--- src/rtl/note_table_loader.sv ---
// Byte-serial loader for a small note table with N_CH registered playback read ports.
// Define NOTE_TABLE_CHECKSUM_EN to require a trailing XOR checksum byte after the last word.
module note_table_loader #(
  parameter int N_BYTS     = 2,
  parameter int DEPTH      = 7,
  parameter int WIDTH_DATA = 10,
  parameter int N_CH       = 2
) (
  input  logic                       clk,
  input  logic                       reset_l,
  input  logic                       enable_l,
  input  logic                       load_start,
  input  logic [7:0]                 rx_data,
  input  logic                       rx_valid,
  input  logic                       play_start,
  input  logic                       play_stop,
  input  logic [N_CH*$clog2(DEPTH)-1:0] rd_addr,
  output logic                       byte_ready,
  output logic                       word_done,
  output logic                       full,
  output logic                       load_err,
  output logic [N_CH*WIDTH_DATA-1:0] out_data,
  output logic                       work
);

  localparam int AW = $clog2(DEPTH);
  localparam int BW = (N_BYTS > 1) ? $clog2(N_BYTS) : 1;
  localparam logic [AW-1:0] LAST_IDX  = AW'(DEPTH - 1);
  localparam logic [BW-1:0] LAST_BYTE = BW'(N_BYTS - 1);

  typedef enum logic [2:0] {
    IDLE    = 3'd0,
    COLLECT = 3'd1,
    COMMIT  = 3'd2,
    CHECK   = 3'd3,
    FULL    = 3'd4,
    PLAY    = 3'd5
  } state_t;

  state_t                      state_r;
  state_t                      state_nxt_s;
  logic [AW-1:0]               wr_ptr_r;
  logic [BW-1:0]               byte_cnt_r;
  logic [WIDTH_DATA-1:0]       asm_r;
  logic [WIDTH_DATA-1:0]       mem_r [DEPTH];
  logic [N_CH*WIDTH_DATA-1:0]  out_data_r;
  logic                        en_s;
  logic                        byte_ready_s;
  logic                        accept_s;
  logic                        commit_s;
  logic                        restart_s;
  logic                        cksum_bad_s;
`ifdef NOTE_TABLE_CHECKSUM_EN
  logic [7:0]                  xor_r;
  logic                        load_err_r;
`endif

  assign en_s         = ~enable_l;
  assign byte_ready_s = en_s && ((state_r == COLLECT) || (state_r == CHECK));
  assign accept_s     = byte_ready_s && rx_valid;
  assign commit_s     = en_s && (state_r == COMMIT);

  // State register
  always_ff @(posedge clk) begin
    if (!reset_l) state_r <= IDLE;
    else          state_r <= state_nxt_s;
  end

  // Next-state logic; restart_s marks any load_start that (re)opens a load
  always_comb begin
    state_nxt_s = state_r;
    restart_s   = 1'b0;
    cksum_bad_s = 1'b0;
    if (!en_s) begin
      state_nxt_s = state_r;
    end else begin
      case (state_r)
        IDLE, FULL, PLAY, COLLECT: begin
          if (load_start) begin
            state_nxt_s = COLLECT;
            restart_s   = 1'b1;
          end else if ((state_r == COLLECT) && accept_s && (byte_cnt_r == LAST_BYTE)) begin
            state_nxt_s = COMMIT;
          end else if ((state_r == FULL) && play_start) begin
            state_nxt_s = PLAY;
          end else if ((state_r == PLAY) && play_stop) begin
            state_nxt_s = FULL;
          end else begin
            state_nxt_s = state_r;
          end
        end
        COMMIT: begin
          if (wr_ptr_r < LAST_IDX) begin
            state_nxt_s = COLLECT;
          end else begin
`ifdef NOTE_TABLE_CHECKSUM_EN
            state_nxt_s = CHECK;
`else
            state_nxt_s = FULL;
`endif
          end
        end
        CHECK: begin
`ifdef NOTE_TABLE_CHECKSUM_EN
          if (accept_s) begin
            if (rx_data == xor_r) begin
              state_nxt_s = FULL;
            end else begin
              state_nxt_s = IDLE;
              cksum_bad_s = 1'b1;
            end
          end else begin
            state_nxt_s = CHECK;
          end
`else
          state_nxt_s = IDLE;
`endif
        end
        default: state_nxt_s = IDLE;
      endcase
    end
  end

  // Word assembly, pointers and running checksum
  always_ff @(posedge clk) begin
    if (!reset_l || restart_s) begin
      wr_ptr_r   <= '0;
      byte_cnt_r <= '0;
`ifdef NOTE_TABLE_CHECKSUM_EN
      xor_r      <= 8'h00;
`endif
    end else begin
      if (accept_s && (state_r == COLLECT)) begin
        for (int i = 0; i < WIDTH_DATA; i++) begin
          if ((i / 8) == int'(byte_cnt_r)) asm_r[i] <= rx_data[i % 8];
        end
        byte_cnt_r <= byte_cnt_r + 1'b1;
`ifdef NOTE_TABLE_CHECKSUM_EN
        xor_r      <= xor_r ^ rx_data;
`endif
      end
      if (commit_s) begin
        byte_cnt_r <= '0;
        if (wr_ptr_r < LAST_IDX) wr_ptr_r <= wr_ptr_r + 1'b1;
      end
    end
  end

`ifdef NOTE_TABLE_CHECKSUM_EN
  // Sticky checksum error, cleared only when a new load opens
  always_ff @(posedge clk) begin
    if (!reset_l || restart_s) load_err_r <= 1'b0;
    else if (cksum_bad_s)      load_err_r <= 1'b1;
  end
  assign load_err = load_err_r;
`else
  assign load_err = 1'b0;
`endif

  // Table storage: deliberately not reset so contents survive reset and reload
  always_ff @(posedge clk) begin
    if (commit_s) mem_r[wr_ptr_r] <= asm_r;
  end

  // Playback read ports; out-of-range indices read as zero
  always_ff @(posedge clk) begin
    if (!reset_l) begin
      out_data_r <= '0;
    end else if (en_s) begin
      for (int ch = 0; ch < N_CH; ch++) begin
        if ((state_nxt_s == PLAY) && (int'(rd_addr[ch*AW +: AW]) < DEPTH))
          out_data_r[ch*WIDTH_DATA +: WIDTH_DATA] <= mem_r[rd_addr[ch*AW +: AW]];
        else
          out_data_r[ch*WIDTH_DATA +: WIDTH_DATA] <= '0;
      end
    end
  end

  assign byte_ready = byte_ready_s;
  assign word_done  = commit_s;
  assign full       = (state_r == FULL) || (state_r == PLAY);
  assign work       = en_s && (state_r == PLAY);
  assign out_data   = out_data_r;

endmodule

--- config.mk ---
export PLATFORM = sky130hd
export DESIGN_NAME = note_table_loader
export DESIGN_NICKNAME = d
export VERILOG_FILES = /design/src/rtl/note_table_loader.sv
export SDC_FILE = /design/constraint.sdc
export NUM_CORES = 1
export LEC_CHECK = 0
export ABC_AREA = 1
export BUFFER_PORTS_ARGS = -buffer_cell sky130_fd_sc_hd__buf_2
export CORE_MARGIN = 5
export CORE_UTILIZATION = 37
export DETAILED_ROUTE_END_ITERATION = 8
export SYNTH_ARGS = -nofsm -noshare
export SYNTH_HDL_FRONTEND = slang
export SYNTH_SLANG_ARGS = --single-unit
--- constraint.sdc ---
create_clock -name clk -period 3.8 [get_ports clk]
set_clock_uncertainty 0.2 [all_clocks]
set_input_delay 0 -clock clk [delete_from_list [all_inputs] [get_ports clk]]
set_output_delay 0 -clock clk [all_outputs]
set_load 0.005 [all_outputs]
* Yosys cells after proc, flatten, opt, wreduce, memory -nomap -nowiden
Memories as Yosys holds them, arrays and structs flattened.
Index checks and enable logic that the tools add are counted.
** Storage, ports and cells
- Register bits after elaboration :: 37
- Input port bits :: 21
- RAM bits :: 70
- Memories :: 1
** Memory list
- mem_r :: depth 7, bits a word 10, rd ports 2, clocked after Yosys merged registers in 0, wr ports 1, line 45 : logic [WIDTH_DATA-1:0] mem_r [DEPTH];
** Operators by class
- Add/sub/neg operators :: 2
- Reductions and logical operators :: 20
- Order comparisons :: 3
- Muxes and demuxes :: 14
- Eq/ne operators :: 6
- Bitwise operators :: 3
** Operators with widths (count)
- two-way mux 10 bit :: 2
- two-way mux 3 bit :: 6
- logical AND 1 bit :: 10
- equality test 3 bit (second input constant) :: 3
- less-than comparator 3 bit (second input constant) :: 3
- equality test 3 x 2 -> 1 bit (second input constant) :: 2
- case mux 3 bit (2 select lines) :: 1
- AND reduction 3 bit :: 2
- two-way mux 1 bit :: 5
- OR reduction 4 bit :: 1
- adder 3 x 1 -> 3 bit (second input constant) :: 1
- equality test 3 x 1 -> 1 bit (second input constant) :: 1
- zero test 3 bit :: 1
- logical OR 1 bit :: 3
- inverter 1 bit :: 3
- AND reduction 2 bit :: 1
- OR reduction 2 bit :: 1
- adder 1 bit (second input constant) :: 1
- zero test 1 bit :: 1

* Depth between registers and ports, before layout
- Depth after elaboration :: 13
- Depth in mapped cells :: 11
- Mapped depth without buffers :: 10

* Worst setup path before layout
No wires, ideal clock.
- Kind :: reg-to-reg
- Start :: register state_r[1]
- End :: register asm_r[0] (enable)
- Path slack :: 1.627 ns
- Required time :: 3.205 ns
- Data arrival time :: 1.578 ns
- Stages on the path, launching flop included :: 5
- Clock period less this slack :: 2.173 ns
- Cell sequence :: dfxtp_1 nor2_1 a21oi_1 inv_1 nor4_1
** On the way
- Longest elaborated chain between the ends :: 7
** Ends and longest elaborated chain
- start, declared :: line 40 : state_t state_r;
- start signal, assigned :: line 66 : else state_r <= state_nxt_s;
- equality test 3 x 1 -> 1 bit (tied with other cells) :: line 59, 77, 133
- OR reduction 4 bit :: line 77 : case (state_r)
- two-way mux 1 bit :: line 77
- two-way mux 1 bit :: line 74 : if (!en_s) begin
- logical OR 1 bit :: line 126 : if (!reset_l || restart_s) begin
- inverter 1 bit (no line)
- AND reduction 3 bit (no line) (*)
- end, declared :: line 44 : logic [WIDTH_DATA-1:0] asm_r;
Mark *: on every way between the ends. The rest lies on a longest branch, timed or not.
A chain may end at the register's enable or synchronous reset.

* Worst setup path after layout
- Start :: input port enable_l
- End :: register out_data_r[8] (netlist: out_data[8])
** On the way
- Longest elaborated chain between the ends :: 12
** Ends and longest elaborated chain
- start, declared :: line 11 : input logic enable_l,
- inverter 1 bit :: line 58 : assign en_s = ~enable_l;
- logical AND 1 bit :: line 59 : assign byte_ready_s = en_s && ((state_r == COLLECT) || (state_r == CHECK));
- logical AND 1 bit :: line 60 : assign accept_s = byte_ready_s && rx_valid;
- logical AND 1 bit (2 in series) :: line 82 : end else if ((state_r == COLLECT) && accept_s && (byte_cnt_r == LAST_BYTE)) begin
- two-way mux 3 bit :: line 82
- two-way mux 3 bit :: line 79 : if (load_start) begin
- case mux 3 bit (2 select lines) :: line 77
- two-way mux 3 bit :: line 74
- equality test 3 bit :: line 171 : if ((state_nxt_s == PLAY) && (int'(rd_addr[ch*AW +: AW]) < DEPTH))
- logical AND 1 bit :: line 171
- two-way mux 10 bit :: line 171
- end signal, assigned by index :: line 172 : out_data_r[ch*WIDTH_DATA +: WIDTH_DATA] <= mem_r[rd_addr[ch*AW +: AW]];
- end, declared :: line 46 : logic [N_CH*WIDTH_DATA-1:0] out_data_r;
Several ways; a longest one is shown, not always the timed one.

==> results.md <==
* Synth area leaders: edfxtp_1, dfxtp_1, nand2_1
* DP Wirelength at 8340 um
* Number of synthesized register bits at 107
* P_int at 1.75 mW
* Synth top area share at 0.485
* Post-synth EDFFs at 80
* Tot Pwr at 2.28 mW
* Status: completed
* Top-count cell post-synth: nand2_1
* Cell taking the most area after synthesis: edfxtp_1
* Via count at 3974
* Slew Viols, Final at 0
* Worst path required time at 3830 ps
* Commonest cells in the netlist: nand2_1, edfxtp_1, a21oi_1, o21ai_0, nand3_1
* DR vias/cell at 5.42
* Final instance area at 0.00563 mm^2
* Core area at 0.0132 mm^2
* CTS Buf Count at 9
* Synth Flop Type: edfxtp_1
* Postcts setup bufs at 0
* CTS Buffer Depth at 2
* Synthesized area at 0.00496 mm^2
* GPL Wtd Cong at 0.846
* Largest net degree at the start of global routing at 52
* WS Path Type: in2reg
* CP endpoint kind: flop
* Final core utilization at 0.426
* Net switching power at 0.523 mW
* ANT cells at 0
* DRC at 0
* Period minus WS final at 2960 ps
* Starting DRT DRC Count at 427
* Asr flop ratio synth at 0
* Hold path depth at 5
* Worst vdd ir at 0.000206 V
* Clock sink count at 107
* CTS tree: built
* Synthesized instance count at 510
* Fin crit share at 0.779
* Number of global-route vias before repair at 3884
* Switching share of total power at 0.230
* Max-cap viol count at 0
* IO Pins at 46
* Fmax at 0.338 GHz
* Root buf cell: clkbuf_16
* Initial antenna violation count at 0
* Initial core utilization at 0.376
* Share of cells above drive strength 1 at 0.145
* Hold/Removal Path Class: in2reg
* Netlist cell types at 32
* FF-to-FF setup slack at 1320 ps
* Final setup violation count at 0
* Placed inst area at 0.00523 mm^2
* CP startpoint: enable_l
* Synth warn at 0
* Power share of the sequential group at 0.553
* WP data arrival at 2990 ps
* TNS Setup at 0 ps
* Die area at 0.0158 mm^2
* Finished Layout Cells at 733
* Syn_area_per_cell at 9.72 um^2
* Critical Path Source Type: input port
* H-tree Lvls at 3
* Clk_lat worst skew at 350 ps
* Num rows at 42
* Clk pwr share at 0.367
* Die width at 126 um
* Total gr overflow at 0
* RSZ-0062 raised after global routing: false
* Cell area power density at 405 mW/mm^2
* Hold_sp: rd_addr[5]
* First-pass GRT wire length at 20300 um
* Sequential share of the synthesized area at 0.594
* Worst Path Max Fanout at 38
* Worst reg2reg startpoint: state_r[1]
* Placed cells at 704
* Final net count at 574
* Hold Path End: out_data[16]
* Relative slew slack at 0.309
* Fillers at 1231
* Clock transition at path regs at 70 ps
* Wirelength, routed at 12800 um
* Area grow syn2layout at 13.5%
* Mapped Nets at 532
* Worst-Margin Slew at 1040 ps
* GR Util All Layers at 0.163
* Number of routed nets with antenna violations at 0
* Logic pwr share at 0.079
* Die Ht at 126 um
* WL/cell at 17.5 um
* LEAKAGE at 2.11 nW
* Final Hold Fails at 0
* Port Buffers at 44
* Reg2reg end: out_data[8]
* DRT Pass-1 Iters at 6
* Reg2reg path depth at 11
==> registers in the layout, indices dropped and copies added, names as in the netlist <==
register and count:
mem_r 70, asm_r 10, wr_ptr_r 3, state_r 3
byte_cnt_r 1, out_data 20
==> layout by cell type, fill, tap and decap left out, drive strengths merged <==
cell         count
clkbuf          11
clkinv           3
nor3             5
o21ai           73
a22oi            1
conb             1
a21oi           62
buf             52
inv             42
dfxtp           27
nor2            16
nor4             4
nand4            1
o211ai          22
clkinvlp         2
ha               1
edfxtp          80
nand2           90
a211oi           1
dlygate4sd3     13
nand3           50
==> power groups by stage <==
stage | clock network [mW] | registers, mW | logic (mW)
2_1_floorplan | 0 | 1.29 | 0.116
3_3_place_gp | 0 | 1.28 | 0.165
3_5_place_dp | 0 | 1.29 | 0.169
4_1_cts | 0.858 | 1.26 | 0.179
5_1_grt | 0.900 | 1.26 | 0.201
6_report | 0.836 | 1.26 | 0.181
==> worst max path at each step <==
stage                              end  slack, ps  depth (start not counted)
after floorplan               asm_r[0]       1630                          4
after global placement     out_data[4]       1600                          9
after detailed placement  out_data[14]       1530                          9
after CTS                  out_data[8]        870                         11
after global routing       out_data[8]        580                         13
final                      out_data[8]        840                         11
==> timing repair <==
action	4_1_cts	5_1_grt
gates resized for setup	0	0
hold buffers	13	0
endpoints found under the hold margin	39	0
==> per-stage QoR <==
step	hold WS (ps)	setup slack [ps]
3_5_place_dp	-21.5	1530
6_report	38.6	841
2_1_floorplan	-168	1630
3_3_place_gp	-20.5	1600
5_1_grt	62.4	581
4_1_cts	24.0	871
==> final cells by class <==
cell class / count / area (um^2) / area share
Timing Repair Buffer: 65 / 410 / 0.0730
Clock buffer: 11 / 233 / 0.0414
Inverter: 42 / 158 / 0.0280
Clock inverter: 5 / 30.0 / 0.00534
Tap cell: 176 / 220 / 0.0391
Multi-Input combinational cell: 327 / 1630 / 0.290
Sequential cell: 107 / 2940 / 0.523
==> worst max-delay path, stage by stage <==
cell	delay, ps
dlygate4sd3_1	540
buf_2	210
inv_1	720
nand2_2	170
nor3_2	280
nor2_2	70
nor2_2	150
nor2_4	120
nand3_1	90
a21oi_1	70
dlygate4sd3_1	560
==> cells by family after synthesis <==
group | count (synthesis) | synth area share
adder cells (fa/ha/maj) | 1 | 0.00252
flip-flops | 107 | 0.594
other | 1 | 0.000756
buffers and inverters | 76 | 0.0772
AND/OR/NAND/NOR | 166 | 0.153
AO/OA/AOI/OAI | 159 | 0.173
==> per-layer routing <==
layer	vias up	share of wire	wire length (um)	GRT usage
li1	1886	-	-	-
met1	1868	0.42	5390	0.215
met2	190	0.47	5990	0.260
met3	30	0.084	1080	0.0339
met4	0	0.027	340	0.0726
met5	-	0	0	0
(Power assumes the default switching activity.)
